--- config.mk ---
export PLATFORM = sky130hd
export DESIGN_NAME = fetch_stage_flat
export DESIGN_NICKNAME = d
export VERILOG_FILES = /design/src/rtl/fetch_stage_if.sv /design/src/rtl/fetch_stage.sv /design/src/flat_wrapper.sv
export SDC_FILE = /design/constraint.sdc
export NUM_CORES = 1
export LEC_CHECK = 0
export CORE_UTILIZATION = 46
export DETAILED_ROUTE_END_ITERATION = 6
export GPL_ROUTABILITY_DRIVEN = 0
export GPL_TIMING_DRIVEN = 0
export PLACE_DENSITY = 0.9
export SETUP_SLACK_MARGIN = 0.15
export SLEW_MARGIN = 25
export SYNTH_ARGS = -nofsm -noshare
export SYNTH_HDL_FRONTEND = slang
export SYNTH_SLANG_ARGS = --single-unit
--- constraint.sdc ---
create_clock -name clk -period 2.4 [get_ports clk]
set_clock_uncertainty 0.2 [all_clocks]
set_input_delay 0.36 -clock clk [delete_from_list [all_inputs] [get_ports clk]]
set_output_delay 0.36 -clock clk [all_outputs]
set_load 0.02 [all_outputs]
--- src/rtl/fetch_stage_if.sv ---
// Bus bundle between the fetch stage, instruction memory, decode and the redirect source.
// The master modport is the fetch stage's view; the slave modport is the environment's view.
interface fetch_stage_if;
  logic        imem_req;
  logic [31:0] imem_addr;
  logic        imem_ack;
  logic [31:0] imem_rdata;
  logic [31:0] instr;
  logic [31:0] instr_pc;
  logic        instr_valid;
  logic        instr_ready;
  logic        redirect;
  logic [31:0] redirect_pc;
  logic [31:0] pc;

  modport master (
    output imem_req, imem_addr, instr, instr_pc, instr_valid, pc,
    input  imem_ack, imem_rdata, instr_ready, redirect, redirect_pc
  );

  modport slave (
    input  imem_req, imem_addr, instr, instr_pc, instr_valid, pc,
    output imem_ack, imem_rdata, instr_ready, redirect, redirect_pc
  );
endinterface

--- src/rtl/fetch_stage.sv ---
// Instruction-fetch stage: owns the PC, runs a req/ack fetch to instruction memory and holds
// one instruction for decode in a valid/ready output register. Redirects flush held/in-flight data.
module fetch_stage #(
  parameter logic [31:0] RESET_PC = 32'h0000_0000
) (
  input logic           clk,
  input logic           rst_n,
  fetch_stage_if.master bus
);

  typedef enum logic [1:0] {StIdle, StFetch, StDrain} state_e;

  state_e      r_state, w_state_d;
  logic [31:0] r_pc, w_pc_d;
  logic [31:0] r_addr, w_addr_d;
  logic [31:0] r_instr, w_instr_d;
  logic [31:0] r_instr_pc, w_instr_pc_d;
  logic        r_valid, w_valid_d;
  logic        r_kill, w_kill_d;
  logic        r_req;
  logic [31:0] w_redir_pc;

  assign w_redir_pc = bus.redirect_pc & 32'hFFFF_FFFC;

  always_comb begin
    w_state_d    = r_state;
    w_pc_d       = r_pc;
    w_addr_d     = r_addr;
    w_instr_d    = r_instr;
    w_instr_pc_d = r_instr_pc;
    w_valid_d    = r_valid;
    w_kill_d     = r_kill;
    unique case (r_state)
      StIdle: begin
        if (bus.redirect) begin
          w_pc_d   = w_redir_pc;
          w_addr_d = w_redir_pc;
        end else begin
          w_addr_d = r_pc;
        end
        w_state_d = StFetch;
      end
      StFetch: begin
        if (bus.imem_ack) begin
          if (!r_kill && !bus.redirect) begin
            w_instr_d    = bus.imem_rdata;
            w_instr_pc_d = r_addr;
            w_valid_d    = 1'b1;
            w_pc_d       = r_addr + 32'd4;
            w_state_d    = StDrain;
          end else begin
            // Stale or redirected response: drop it and refetch from the new PC.
            w_kill_d = 1'b0;
            if (bus.redirect) w_pc_d = w_redir_pc;
            w_state_d = StIdle;
          end
        end else if (bus.redirect) begin
          w_pc_d   = w_redir_pc;
          w_kill_d = 1'b1;
        end
      end
      StDrain: begin
        if (bus.redirect) begin
          w_valid_d = 1'b0;
          w_pc_d    = w_redir_pc;
          w_state_d = StIdle;
        end else if (bus.instr_ready) begin
          w_valid_d = 1'b0;
          w_state_d = StIdle;
        end
      end
      default: w_state_d = StIdle;
    endcase
  end

  always_ff @(posedge clk or negedge rst_n) begin
    if (!rst_n) begin
      r_state    <= StIdle;
      r_pc       <= RESET_PC;
      r_addr     <= RESET_PC;
      r_instr    <= 32'h0;
      r_instr_pc <= 32'h0;
      r_valid    <= 1'b0;
      r_kill     <= 1'b0;
      r_req      <= 1'b0;
    end else begin
      r_state    <= w_state_d;
      r_pc       <= w_pc_d;
      r_addr     <= w_addr_d;
      r_instr    <= w_instr_d;
      r_instr_pc <= w_instr_pc_d;
      r_valid    <= w_valid_d;
      r_kill     <= w_kill_d;
      r_req      <= (w_state_d == StFetch);
    end
  end

  assign bus.imem_req    = r_req;
  assign bus.imem_addr   = r_addr;
  assign bus.instr       = r_instr;
  assign bus.instr_pc    = r_instr_pc;
  assign bus.instr_valid = r_valid;
  assign bus.pc          = r_pc;

endmodule
--- src/flat_wrapper.sv ---
// flat-port wrapper written by rule: the top's interface ports become plain ports
module fetch_stage_flat 
#(
  parameter logic [31:0] RESET_PC = 32'h0000_0000
)
  (clk, rst_n, bus_imem_req, bus_imem_addr, bus_instr, bus_instr_pc, bus_instr_valid, bus_pc, bus_imem_ack, bus_imem_rdata, bus_instr_ready, bus_redirect, bus_redirect_pc);
  fetch_stage_if bus_i ();
  input logic clk;
  input logic rst_n;
  output wire logic [$bits(bus_i.imem_req)-1:0] bus_imem_req;
  output wire logic [$bits(bus_i.imem_addr)-1:0] bus_imem_addr;
  output wire logic [$bits(bus_i.instr)-1:0] bus_instr;
  output wire logic [$bits(bus_i.instr_pc)-1:0] bus_instr_pc;
  output wire logic [$bits(bus_i.instr_valid)-1:0] bus_instr_valid;
  output wire logic [$bits(bus_i.pc)-1:0] bus_pc;
  input wire logic [$bits(bus_i.imem_ack)-1:0] bus_imem_ack;
  input wire logic [$bits(bus_i.imem_rdata)-1:0] bus_imem_rdata;
  input wire logic [$bits(bus_i.instr_ready)-1:0] bus_instr_ready;
  input wire logic [$bits(bus_i.redirect)-1:0] bus_redirect;
  input wire logic [$bits(bus_i.redirect_pc)-1:0] bus_redirect_pc;
  assign bus_imem_req = bus_i.imem_req;
  assign bus_imem_addr = bus_i.imem_addr;
  assign bus_instr = bus_i.instr;
  assign bus_instr_pc = bus_i.instr_pc;
  assign bus_instr_valid = bus_i.instr_valid;
  assign bus_pc = bus_i.pc;
  assign bus_i.imem_ack = bus_imem_ack;
  assign bus_i.imem_rdata = bus_imem_rdata;
  assign bus_i.instr_ready = bus_instr_ready;
  assign bus_i.redirect = bus_redirect;
  assign bus_i.redirect_pc = bus_redirect_pc;
  fetch_stage #(.RESET_PC(RESET_PC)) u_core (.clk(clk), .rst_n(rst_n), .bus(bus_i));
endmodule
==> results.txt, run 1 <==
----------------------------------------------------
[Outcome]
  Outcome ... finished, final reports clean

[Routing]
  DR pass1 iterations ... 7
  Routed WL per cell ... roughly 18 um
  Count of routing violations after the opening detailed-route iteration ... 328
  Antenna violation net count after detailed routing ... 0
  Routed wire length ... roughly 18 mm
  Vias ... 5492
  Vias per inst ... 5.322
  DRC violations left ... 0

[Yosys]
  Post-synthesis net count ... 700
  Number of warning messages in the yosys log ... 0
  Syn Inst Count ... 630
  Post-synthesis sequential area ratio ... between 50 and 60%
  Area of the mapped netlist ... 5946 um^2
  Flip-flop and latch count after synthesis ... 133
  Yosys top cell by area ... sky130_fd_sc_hd__dfrtp_1
  Mean post-synth cell area ... 9.438 um^2
  Number of unique standard cell types used by synthesis ... 35
  Synth area leaders ... sky130_fd_sc_hd__dfrtp_1, sky130_fd_sc_hd__nand2_1, sky130_fd_sc_hd__mux2i_1
  Top cell type's share of synthesized area ... 55.98%

[Critical path]
  Delay of the slowest cell on the worst path ... roughly 0.68 ns
  Worst EP arrival ... 1.60 ns
  Worst-case reg-to-reg path depth ... 7
  Internal reg-to-reg setup slack ... about 0.24 ns
  Reg-to-reg critical path endpoint ... u_core.bus.pc[26]
  Setup crit end kind ... output port
  Largest delay share family, worst path ... buffers and inverters
  Critical path buffers and inverters ... 1
  Slowest cell on the critical path ... sky130_fd_sc_hd__clkdlybuf4s50_1
  Crit start category ... register
  Critical path fanouts, max ... 7
  Startpoint of the most critical register-to-register path ... u_core.bus.imem_addr[3]
  Cell-by-cell listing of the critical path ... clkdlybuf4s50_1
  CP Data Required Time ... 1.84 ns
  Critical path class ... reg2out

[Clocking]
  Clock tree from TritonCTS ... yes
  Clock tree sinks ... 133
  Clock tree root driver cell ... sky130_fd_sc_hd__clkbuf_16
  Number of buffers on the longest clock path ... 2
  Deepest level of the CTS H-tree ... 4
  Clock latency on the worst-skew pair ... a little over 0.4 ns
  Clock-pin slew on the worst setup and hold paths ... 0.06 ns
  Clock buffers created by TritonCTS ... 17

[Hold path]
  Launch point of the worst hold path ... bus_redirect
  Worst hold-check path type ... in2reg
  Number of cells traversed by the worst hold path ... 3
  Min-Delay Endpoint ... u_core.bus.pc[4]

[STA]
  Final worst slack ... between 0.2 and 0.25 ns
  Final setup violating endpoints ... 0
  Transition time at the pin with the least slew margin ... 0.9754 ns
  Period Utilization, post-route ... 89.95%
  Final hold violation count ... 0
  Tmin final ... 2.159 ns
  Max-slew headroom ... 34.29%
  Setup repair after global routing missed its margin ... true
  Number of pins with negative max-slew slack in the final report ... 0
  Max Freq ... approximately 0.46 GHz
  Worst hold slack after final layout ... 0.1715 ns

[Global routing]
  Global route total overflow ... 0
  Aggregate global-route resource usage ... 27.90%
  Vias in the first global route ... 5448
  Antenna violations before repair ... 1
  First-pass GRT wire length ... 28.17 mm
  Maximum number of pins on one net before global-route repair ... 70

[Power and ir drop]
  P_leak ... 3.952 nW
  Largest vdd supply drop ... between 0.0006 and 0.0007 V
  Total chip power ... 0.01049 W
  Power Density ... between 1000 and 1500 nW/um^2

[Job]
  Max-cap check violation count ... 0

[Finish]
  Footprint of the flip-flops and latches ... between 3000 and 4000 um^2
  Fraction of layout instances using a drive strength above 1 ... 9.186%
  Synthesis-to-layout area growth ... 47.05%
  Filler cells ... ~940
  Final non-filler cell total ... between 1000 and 1500
  Footprint of the multi-input gates ... 2429 um^2
  Number of nets at the end of the flow ... 917
  Inserted Diodes ... 0

[Placed design]
  DP Worst Slack ... -0.3749 ns
  Final HPWL DP ... 12.77 mm
  Placed Cells incl. Taps ... 998
  Count of buffers from port buffering ... 195

[Floorplanning]
  Placement row count ... 41
  CORE AREA ... 12620 um^2
  Number of top-level design ports ... 199
  Die Y-Extent ... 115.7 um
  Die ar. ... 13380 um^2
  Width of the chip ... 115.7 um
  Starting density of the core ... 47.11%

----------------------------------------------------
cell usage after synthesis:
library cell	count
sky130_fd_sc_hd__clkbuf_1	14
sky130_fd_sc_hd__nor2_1	6
sky130_fd_sc_hd__and3_1	5
sky130_fd_sc_hd__nor2_2	1
sky130_fd_sc_hd__inv_2	1
sky130_fd_sc_hd__and4_1	4
sky130_fd_sc_hd__xor2_1	21
sky130_fd_sc_hd__or3_1	2
sky130_fd_sc_hd__a31oi_1	2
sky130_fd_sc_hd__a21oi_1	24
sky130_fd_sc_hd__nor4_4	1
sky130_fd_sc_hd__nor3_4	1
sky130_fd_sc_hd__or2_4	1
sky130_fd_sc_hd__or2_2	1
sky130_fd_sc_hd__xnor2_1	7
sky130_fd_sc_hd__o21ai_0	40
sky130_fd_sc_hd__a21boi_2	1
sky130_fd_sc_hd__buf_4	2
sky130_fd_sc_hd__nand3_1	12
sky130_fd_sc_hd__nor3_1	1
sky130_fd_sc_hd__nand3_2	1
sky130_fd_sc_hd__a22o_1	2
sky130_fd_sc_hd__inv_1	1
sky130_fd_sc_hd__buf_6	1
sky130_fd_sc_hd__nand2_1	238
sky130_fd_sc_hd__o22ai_1	28
sky130_fd_sc_hd__o21ai_1	1
sky130_fd_sc_hd__ha_1	1
sky130_fd_sc_hd__nand4_2	1
sky130_fd_sc_hd__a21oi_2	9
sky130_fd_sc_hd__buf_2	22
sky130_fd_sc_hd__a32oi_1	3
sky130_fd_sc_hd__dfrtp_1	133
sky130_fd_sc_hd__nand4_1	12
sky130_fd_sc_hd__mux2i_1	30
sequential cells by signal, indices dropped and copies added, names as in the netlist:
register	cells
u_core.bus.instr_valid	1
u_core.bus.imem_req	1
u_core.r_kill	1
u_core.bus.instr	32
u_core.bus.instr_pc	32
u_core.bus.imem_addr	32
u_core.r_state	2
u_core.bus.pc	32
layer usage:
layer	GRT usage [%]	vias to the layer above	routed length, um
li1	-	2559	-
met5	0	-	0
met4	10.00	0	257
met2	47.15	245	8982
met3	8.787	27	1614
met1	33.68	2661	7236
worst min-delay path, cell delays in order:
cell and delay (ns):
sky130_fd_sc_hd__buf_2 0.13, sky130_fd_sc_hd__inv_2 0.11, sky130_fd_sc_hd__a21oi_1 0.13
worst max path at each step:
stage | startpoint | end | depth (start not counted)
2_1_floorplan | u_core.bus.imem_addr[2] | u_core.bus.pc[28] | 6
3_3_place_gp | rst_n | u_core.bus.instr_pc[22] | 1
3_5_place_dp | bus_imem_ack | u_core.bus.instr[29] | 8
4_1_cts | u_core.r_state[0] | u_core.bus.instr_pc[9] | 8
5_1_grt | u_core.r_state[0] | u_core.bus.pc[14] | 7
6_report | u_core.bus.imem_addr[5] | bus_imem_addr[5] | 1
kinds of logic after synthesis:
logic type / after synthesis / share of synthesized area (%)
and+or+nand+nor: 287 / 20.45
DFF: 133 / 55.98
AOI/OAI and AO/OA: 110 / 10.88
buffers and inverters: 41 / 3.304
muxes: 30 / 5.051
xor gates and xnor gates: 28 / 4.125
adders and majority gates: 1 / 0.2104
layout make-up:
| cell class | instances | share of cell area (%) |
|---|---|---|
| flip-flops and latches | 133 | 38.08 |
| multi-input cells | 456 | 27.78 |
| repair buffers | 198 | 22.90 |
| clock buffers | 21 | 5.266 |
| well taps | 172 | 2.461 |
| plain buffers | 39 | 2.204 |
| clock inverters | 11 | 1.231 |
| inverters | 2 | 0.08586 |
what timing repair did:
item | in CTS | in global routing
endpoints found under the setup margin | 35 | 39
hold endpoints to repair | 64 | 0
gates resized for setup | 1 | 5
hold buffers | 1 | 0
pin swaps | 1 | 1
setup buffers | 0 | 1
layout by cell type, fill, tap and decap left out, types with 6 or more instances in the layout:
cell type / instances
sky130_fd_sc_hd__a21oi_2: 9
sky130_fd_sc_hd__nor2_1: 6
sky130_fd_sc_hd__nand4_1: 12
sky130_fd_sc_hd__buf_2: 21
sky130_fd_sc_hd__dfrtp_1: 132
sky130_fd_sc_hd__clkdlybuf4s50_1: 194
sky130_fd_sc_hd__nand2_1: 238
sky130_fd_sc_hd__xor2_1: 21
sky130_fd_sc_hd__nand3_1: 12
sky130_fd_sc_hd__o22ai_1: 28
sky130_fd_sc_hd__clkinv_2: 8
sky130_fd_sc_hd__a21oi_1: 24
sky130_fd_sc_hd__o21ai_0: 40
sky130_fd_sc_hd__clkbuf_16: 17
sky130_fd_sc_hd__xnor2_1: 7
sky130_fd_sc_hd__clkbuf_1: 14
sky130_fd_sc_hd__mux2i_1: 30
report_power, final:
| part | total (W) | switching (W) | internal, W |
|---|---|---|---|
| Sequential | 0.00378 | 0.000735 | 0.00304 |
| Clock | 0.00251 | 0.000941 | 0.00157 |
| Combinational | 0.00421 | 0.00225 | 0.00196 |
metrics by stage:
step	setup TNS (ns)	utilization [%]	instance area (um^2)
floorplan	0	-	5946
global placement	-607.06	64.29	8113
detailed placement	-13.37	64.54	8145
CTS	0	69.14	8725
global route	0	69.28	8743
finish	0	69.28	8743
No activity file was read; power rests on OpenSTA's default activity.
==> run 2: changes to the inputs <==
- GPL_ROUTABILITY_DRIVEN: 0 -> unset
- GPL_TIMING_DRIVEN: 0 -> unset
==> results.txt, run 2 (synthesized netlist as in run 1, its figures left out) <==
----------------------------------------------------
[Power and ir drop]
  Internal Dissipation ... 0.007038 W
  Power Density ... approximately 1200 nW/um^2
  Net switching component of the power ... 0.003886 W
  Sequential share of power ... 34.4%
  Clock network power share ... 26.7%
  Fraction of power consumed by combinational cells ... between 30% and 40%
  Largest vdd supply drop ... 0.0007343 V
  Fraction of power spent switching nets ... 35.57%
  P_leak ... about 4.0 nW

[Routing]
  Vias ... 5363
  DRC violations left ... 0
  Antenna violation net count after detailed routing ... 0
  Vias per inst ... ~5.3
  Count of routing violations after the opening detailed-route iteration ... 366
  DR pass1 iterations ... 4
  Routed wire length ... 17.08 mm
  Routed WL per cell ... 16.78 um

[Finish]
  Number of nets at the end of the flow ... 903
  Inserted Diodes ... 0
  Final design area excluding fillers ... between 8000 and 9000 um^2
  Commonest non-fill, non-tap cell in the layout ... sky130_fd_sc_hd__nand2_1
  Highest-count cells in the layout ignoring fill and taps ... sky130_fd_sc_hd__nand2_1, sky130_fd_sc_hd__clkdlybuf4s50_1, sky130_fd_sc_hd__dfrtp_1
  Fraction of layout instances using a drive strength above 1 ... 9.102%
  Synthesis-to-layout area growth ... 49.05%

[Clocking]
  Number of buffers on the longest clock path ... 2
  Clock tree sinks ... 133
  Clock-pin slew on the worst setup and hold paths ... 0.06 ns
  Count of cells resized by post-cts repair ... 0
  Clock tree from TritonCTS ... yes
  Clock tree root driver cell ... sky130_fd_sc_hd__clkbuf_16
  Clock latency on the worst-skew pair ... 0.41 ns
  Deepest level of the CTS H-tree ... 4
  Clock buffers created by TritonCTS ... 17

[Global routing]
  Maximum number of pins on one net before global-route repair ... 65
  Global route total overflow ... 0
  Aggregate global-route resource usage ... 26.37%
  Antenna violations before repair ... 0
  First-pass GRT wire length ... 26.61 mm
  Vias in the first global route ... roughly 5300

[Hold path]
  Worst hold-check path type ... in2reg
  Number of cells traversed by the worst hold path ... 2
  Launch point of the worst hold path ... bus_redirect

[STA]
  Tmin final ... 2.161 ns
  Max Freq ... 0.4627 GHz
  Period Utilization, post-route ... 90.05%
  Number of pins with negative max-slew slack in the final report ... 0
  Final hold violation count ... 0
  Setup TNS ... 0 ns
  Max-slew headroom ... 39.10%
  Worst hold slack after final layout ... 0.04432 ns
  Final setup violating endpoints ... 0
  Setup repair after global routing missed its margin ... false
  Transition time at the pin with the least slew margin ... 0.9040 ns

[Critical path]
  Setup crit end kind ... output port
  Crit start category ... register
  Worst-case reg-to-reg path depth ... 7
  Critical path fanouts, max ... 6
  Worst EP arrival ... 1.60 ns
  Slowest cell on the critical path ... sky130_fd_sc_hd__clkdlybuf4s50_1
  Number of gates on the worst path with buffers counted ... 2
  Cell-by-cell listing of the critical path ... buf_4 -> clkdlybuf4s50_1
  Startpoint of the worst setup timing path ... u_core.bus.imem_addr[4]
  Critical path buffers and inverters ... 2
  Delay of the slowest cell on the worst path ... 0.61 ns
  Critical path class ... reg2out
  CP Data Required Time ... roughly 1.8 ns
  Startpoint of the most critical register-to-register path ... u_core.bus.imem_addr[2]
  Largest delay share family, worst path ... buffers and inverters

[Floorplanning]
  Placement row count ... 41
  CORE AREA ... 12620 um^2
  Width of the chip ... between 100 and 150 um
  Number of top-level design ports ... 199
  Starting density of the core ... 47.11%
  Die Y-Extent ... 115.7 um
  Die ar. ... ~13000 um^2

[Placed design]
  Count of buffers from port buffering ... 196
  Final HPWL DP ... 11.42 mm
  Cell Area, Placed ... 8185 um^2
  Global placer's final weighted congestion ... about 0.83

[Job]
  Max-cap check violation count ... 0

[Outcome]
  Outcome ... finished, final reports clean

----------------------------------------------------
## run 2: cell count changes in the layout (fill, tap and decap cells not counted), moves of 4 or more
cell / change
sky130_fd_sc_hd__clkbuf_1: -11
sky130_fd_sc_hd__buf_2: -20
sky130_fd_sc_hd__buf_12: +4
sky130_fd_sc_hd__buf_4: +19
sky130_fd_sc_hd__clkinv_2: -4
sky130_fd_sc_hd__bufinv_16: +4
## run 2: worst reg2reg max path, stage by stage (launching register included)
cell and delay [ns]:
sky130_fd_sc_hd__dfrtp_1 0.46, sky130_fd_sc_hd__ha_1 0.27, sky130_fd_sc_hd__nand4_2 0.17, sky130_fd_sc_hd__nor4_4 0.28, sky130_fd_sc_hd__buf_4 0.21, sky130_fd_sc_hd__nand4_1 0.11
sky130_fd_sc_hd__xor2_1 0.17, sky130_fd_sc_hd__a21oi_2 0.14
## run 2: cell type report
class,instances,area (um^2)
fillers,918,3757
repair buffers,223,2213
clock inverters,10,200.2
clock buffers,22,464.2
inverters,2,7.507
flip-flops and latches,133,3328
well taps,172,215.2
multi-input cells,456,2434
## run 2: through the flow
step | worst slack [ns] | power, W | instances | utilization [%]
final | 0.2389 | 0.01092 | 1018 | 70.23
after global routing | 0.1609 | 0.01151 | 1018 | 70.23
after CTS | 0.2265 | 0.01099 | 1018 | 70.21
after detailed placement | 0.1274 | 0.008002 | 985 | 64.86
after global placement | 0.1292 | 0.007869 | 985 | 64.86
after floorplan | 0.3614 | 0.005751 | 630 | -
## run 2: worst paths after layout
path	endpoint	slack (ns)
worst max-delay path	bus_imem_addr[4]	0.24
worst min-delay path	u_core.r_state[1]	0.04
worst max register to register	u_core.bus.pc[28]	0.30
worst min register to register	u_core.bus.instr[7]	0.27
max in group asynchronous	u_core.bus.imem_addr[0]	1.02
min in group asynchronous	u_core.bus.instr[17]	0.35
## run 2: repair_timing
action                                 in CTS  in global routing
hold buffers                                1                  0
setup buffers                               0                  0
endpoints found under the hold margin      60                  0
## run 2: per-layer routing
layer  GRT usage, %  share of wire, %
met5              0                 0
met4          11.88               2.3
met3          7.897               8.2
met2          43.87                48
met1          31.72                41
## run 2: power by group through the flow
stage	sequential [W]	combinational [W]	clock [W]
floorplan	0.00466	0.00110	0
global placement	0.00372	0.00415	0
detailed placement	0.00377	0.00423	0
CTS	0.00375	0.00427	0.00296
global route	0.00387	0.00457	0.00307
finish	0.00376	0.00425	0.00292
